<file path="config.mk">
export PLATFORM = sky130hd
export DESIGN_NAME = prio_enc_rr
export DESIGN_NICKNAME = d
export VERILOG_FILES = /design/src/rtl/prio_enc_pkg.sv /design/src/rtl/prio_enc_core.sv /design/src/rtl/prio_enc_rr.sv
export SDC_FILE = /design/constraint.sdc
export NUM_CORES = 1
export LEC_CHECK = 0
export ABC_AREA = 1
export CAP_MARGIN = 15
export CORE_ASPECT_RATIO = 1.25
export CORE_MARGIN = 3
export CORE_UTILIZATION = 45
export CTS_CLUSTER_DIAMETER = 200
export DETAILED_ROUTE_END_ITERATION = 6
export PLACE_DENSITY = 0.8
export SLEW_MARGIN = 10
export SYNTH_ARGS = -nofsm -noshare
export SYNTH_HDL_FRONTEND = slang
export SYNTH_SLANG_ARGS = --single-unit
</file>
<file path="constraint.sdc">
create_clock -name clk -period 8.5 [get_ports clk]
set_input_delay 0.85 -clock clk [delete_from_list [all_inputs] [get_ports clk]]
set_output_delay 0.85 -clock clk [all_outputs]
set_load 0.02 [all_outputs]
</file>
<file path="src/rtl/prio_enc_pkg.sv">
// Shared types and helpers for the registered priority encoder.
//   pe_mode_e : encoder mode (fixed MSB-first or round-robin)
//   pe_vec_w  : request vector width for a given index width
//   rotr      : rotate the low w bits of a vector right by amt
package prio_enc_pkg;

  typedef enum logic {PE_FIXED = 1'b0, PE_RR = 1'b1} pe_mode_e;

  // Largest supported vector (N up to 6).
  localparam int unsigned PE_MAX_W = 64;

  function automatic int unsigned pe_vec_w(input int unsigned n);
    return 32'(1) << n;
  endfunction

  // Rotate right within the low w bits: r[i] = v[(i + amt) mod w].
  function automatic logic [PE_MAX_W-1:0] rotr(input logic [PE_MAX_W-1:0] v,
                                               input int unsigned amt,
                                               input int unsigned w);
    logic [PE_MAX_W-1:0] r;
    r = '0;
    for (int unsigned i = 0; i < PE_MAX_W; i++) begin
      if (i < w) r[i] = v[6'((i + amt) % w)];
    end
    return r;
  endfunction

endpackage

</file>
<file path="src/rtl/prio_enc_core.sv">
// Combinational MSB-first priority encoder.
//   v   : request vector (2**N bits)
//   idx : index of the highest set bit (0 when v is zero)
//   any : v is nonzero
module prio_enc_core
  import prio_enc_pkg::*;
#(
  parameter  int unsigned N = 4,
  localparam int unsigned W = pe_vec_w(N)
) (
  input  logic [W-1:0] v,
  output logic [N-1:0] idx,
  output logic         any
);

  // Ascending scan; the last hit is the highest set index.
  always_comb begin
    idx = '0;
    for (int unsigned i = 0; i < W; i++) begin
      if (v[i]) idx = N'(i);
    end
  end

  assign any = |v;

endmodule

</file>
<file path="src/rtl/prio_enc_rr.sv">
// Registered priority encoder with fixed / round-robin modes and a
// valid/ready handshake on both sides.
//   clk, rst            : clock, asynchronous active-high reset
//   in_valid / in_ready : request vector handshake (in_ready is combinational)
//   d, mode             : request vector and mode, sampled on capture
//   y_valid / y_ready   : result handshake
//   y_idx, y_any        : winning index, captured vector was nonzero
//   y_onehot            : 1 << y_idx when y_any (only with PRIO_ENC_ONEHOT_EN)
module prio_enc_rr
  import prio_enc_pkg::*;
#(
  parameter  int unsigned N       = 4,
  parameter  int unsigned RST_PTR = pe_vec_w(N) - 1,
  localparam int unsigned W       = pe_vec_w(N)
) (
  input  logic         clk,
  input  logic         rst,
  input  logic         in_valid,
  output logic         in_ready,
  input  logic [W-1:0] d,
  input  logic         mode,
  output logic         y_valid,
  input  logic         y_ready,
  output logic [N-1:0] y_idx,
  output logic         y_any
`ifdef PRIO_ENC_ONEHOT_EN
  ,
  output logic [W-1:0] y_onehot
`endif
);

  logic [N-1:0] ptr;
  pe_mode_e     mode_c;
  logic [N-1:0] rot_amt_c;
  logic [W-1:0] rot_c;
  logic [N-1:0] core_idx_c;
  logic         core_any_c;
  logic [N-1:0] win_c;
  logic         capture_c;

  assign mode_c    = pe_mode_e'(mode);
  assign in_ready  = !y_valid || y_ready;
  assign capture_c = in_valid && in_ready;

  // Rotating right by ptr+1 puts index ptr at the MSB, so the MSB-first
  // core searches ptr, ptr-1, ..., ptr+1; fixed mode rotates by 0.
  assign rot_amt_c = (mode_c == PE_RR) ? N'(ptr + N'(1)) : '0;
  assign rot_c     = W'(rotr(64'(d), 32'(rot_amt_c), W));

  prio_enc_core #(.N(N)) u_core (
    .v   (rot_c),
    .idx (core_idx_c),
    .any (core_any_c)
  );

  assign win_c = N'(core_idx_c + rot_amt_c);

  // One-entry result register; a capture overwrites any result leaving this cycle.
  always_ff @(posedge clk or posedge rst) begin
    if (rst) begin
      y_valid  <= 1'b0;
      y_idx    <= '0;
      y_any    <= 1'b0;
      ptr      <= N'(RST_PTR);
`ifdef PRIO_ENC_ONEHOT_EN
      y_onehot <= '0;
`endif
    end else if (capture_c) begin
      y_valid  <= 1'b1;
      y_idx    <= core_any_c ? win_c : '0;
      y_any    <= core_any_c;
`ifdef PRIO_ENC_ONEHOT_EN
      y_onehot <= core_any_c ? (W'(1) << win_c) : '0;
`endif
      // Winner drops to lowest priority; zero vectors leave ptr alone.
      if (mode_c == PE_RR && core_any_c) ptr <= N'(win_c - N'(1));
    end else if (y_ready) begin
      y_valid <= 1'b0;
    end
  end

endmodule
</file>
==> metrics.md <==
| Metric | Value |
|---|---|
| Status | `finished clean` |
| Mean post-synth cell area | `approximately 5.5 um^2` |
| PostCTS Resize Cnt | `0` |
| Vias per cell | `5.19` |
| CTS tree | `yes` |
| Fmax | `181 MHz` |
| CP max stage delay | `between 0.9 and 1 ns` |
| CP max FO | `21` |
| H-tree levels | `1` |
| Yosys Warn Count | `0` |
| Worst endpoint required time | `8.67 ns` |
| Fillers | `400` |
| Largest net degree at the start of global routing | `22` |
| Top Ports | `28` |
| Fraction of layout cells with a size suffix above 1 | `0.0883` |
| Leak pwr | `1.28 nW` |
| Sequential fraction of the synthesis area | `0.127` |
| Syn Inst Count | `approximately 360` |
| Clk sink count | `10` |
| Routed Wire Length | `approximately 5200 um` |
| ANT nets after route | `0` |
| Seq cells post-synth | `10` |
| Final hold violations | `0` |
| Setup violations, final | `0` |
| Starting Density | `0.478` |
| Number of remaining DRC errors | `0` |
| Core Box Area | `around 4200 um^2` |
| N_diodes | `0` |
| Critical path arrival | `around 5.7 ns` |
| Area Growth Syn to Fin | `15.8%` |
| Number of global-route vias before repair | `between 2000 and 2500` |
| Placer Congestion | `slightly below 1` |
| CP Class | `in2reg` |
| Overall Power | `between 0.001 and 0.0015 W` |
| Non-Filler Instances | `441` |
| Die W | `between 60 and 70 um` |
| Critical Path Start Type | `input port` |
| Synth area leader | `nand2_1` |
| Critical Path End Type | `register` |
| Synth Net Count | `around 400` |
| Initial antenna violation count | `0` |
| Die area | `5300 um^2` |
| Setup TNS | `0 ns` |
| Synth area leaders | `nand2_1 (27%), nand3_1 (13%), inv_1 (8.6%)` |
| Final worst path period share | `0.650` |
| Placed cells | `about 440` |
| Skew-Pair Late Insertion Delay | `0.23 ns` |
| Root Driver | `clkbuf_8` |
| Power per Cell Area | `roughly 470 nW/um^2` |
| Post-synth top flop | `dfrtp_1` |
| Hold Path Class | `reg2reg` |
| IO Port Bufs | `27` |
| Grt total ovfl | `0` |
| Detailed-route via count | `between 2000 and 2500` |
| Syn Std Cell Area | `between 2000 and 2500 um^2` |
| Count leader, synth | `nand2_1` |
| Initial DRC count | `approximately 140` |
| Area of the multi-input gates | `about 1500 um^2` |
| Rows | `26` |
| # hold bufs at CTS | `0` |
| Top cell type's share of synthesized area | `0.273` |
| Ys async rst share | `1.00` |
| Setup Skew | `between 0.004 and 0.005 ns` |
| Synth top cells by count | `nand2_1 (146), nand3_1 (54), inv_1 (46), o21ai_1 (20)` |
| Tightest hold margin | `between 0.4 and 0.5 ns` |
| Sequential Area | `between 200 and 300 um^2` |
| Post-synth EDFFs | `0` |
| Layout Nets | `418` |
| Min Tclk post-route | `between 5 and 6 ns` |
| Critical path's slowest cell | `clkdlybuf4s50_1` |
| Worst slew margin | `0.470` |
| Count of pins over their slew limit | `0` |
| Peak VDD IR | `256 uV` |
| Worst slew pin tran | `about 0.8 ns` |
| Clock transition at path regs | `about 0.040 ns` |
| CP most frequent cell | `nand2_1` |
| Post-synth cell types | `36` |
| Max-Cap Viols | `0` |
| CTS Buf Count | `3` |
| HPWL Detailed | `4190 um` |
| Post-CTS setup buffer count | `0` |
| Wire per inst | `around 12 um` |
| First-pass GRT wire length | `roughly 9100 um` |
| Die height | `around 81 um` |
| Gr usage total | `0.212` |
| Pre-Repair DR Iteration Count | `5` |
| CTS Buffer Depth | `2` |
| RSZ-0062 raised after global routing | `false` |
-- worst max-delay path, delay by kind of cell --
kind            cells  cell delay (ns)
simple gates       24             2.20
buf+inv             2             1.52
fa+ha+maj           2             0.59
xor+xnor            1             0.29
compound gates      1             0.23
-- registers in the layout (all words and copies together), names as in the netlist --
signal and cells:
ptr 4, y_idx 4, y_any 1, y_valid 1
-- power by group --
group / leakage (nW) / switching (W) / internal, W / total [W]
clock: 0.0228 / 0.0000166 / 0.0000327 / 0.0000492
sequential: 0.112 / 0.0000185 / 0.0000758 / 0.0000942
combinational: 1.14 / 0.000604 / 0.000351 / 0.000955
-- cell families after synthesis --
group,synth area share
AOI/OAI and AO/OA,0.106
xor gates and xnor gates,0.0511
adders and majority gates,0.0723
buffers and inverters,0.137
DFF,0.127
and+or+nand+nor,0.506
-- final cells by class --
type | instances | share of cell area
clock buffers | 4 | 0.0194
repair buffers | 27 | 0.116
multi-input cells | 289 | 0.635
inverters | 55 | 0.0893
well taps | 56 | 0.0301
flip-flops and latches | 10 | 0.110
-- placed cells by master, fill, tap and decap left out, drive strengths merged --
cell type | Yosys | final
dfstp | 4 | 4
o21ai | 26 | 26
ha | 10 | 10
o21a | 1 | 1
a21oi | 5 | 5
a211oi | 1 | 1
o22ai | 3 | 3
and2 | 5 | 5
nand3b | 1 | 1
clkinv | 1 | 1
inv | 54 | 54
nand3 | 57 | 57
dfrtp | 6 | 6
fa | 1 | 1
xor2 | 6 | 6
nor2 | 14 | 14
clkdlybuf4s50 | 0 | 27
a31oi | 2 | 2
nand4 | 2 | 2
clkbuf | 1 | 4
nand2 | 151 | 151
xnor2 | 4 | 4
-- through the flow --
step | setup WS [ns] | instance area (um^2) | util
after CTS | 3.05 | 2320 | 0.554
after detailed placement | 2.83 | 2280 | 0.543
after global routing | 2.40 | 2320 | 0.554
after global placement | 2.93 | 2280 | 0.543
after floorplan | 4.34 | 2010 | -
final | 2.98 | 2320 | 0.554
-- routing by layer --
| layer | global-route usage | wire length [um] |
|---|---|---|
| met1 | 0.289 | 2390 |
| met2 | 0.355 | 2440 |
| met3 | 0.0252 | 304 |
| met4 | 0.0415 | 43 |
| met5 | 0 | 0 |
-- worst paths after layout --
kind	end	slack, ns	cells after the start	from
min in group asynchronous	y_idx[0]	0.89	2	rst
max in group asynchronous	ptr[3]	7.30	2	rst
max reg2reg	ptr[3]	3.93	31	ptr[0]
max	ptr[3]	2.98	30	mode
min reg2reg	ptr[3]	0.49	2	ptr[3]
min	ptr[3]	0.49	2	ptr[3]
(Power assumes the default switching activity.)
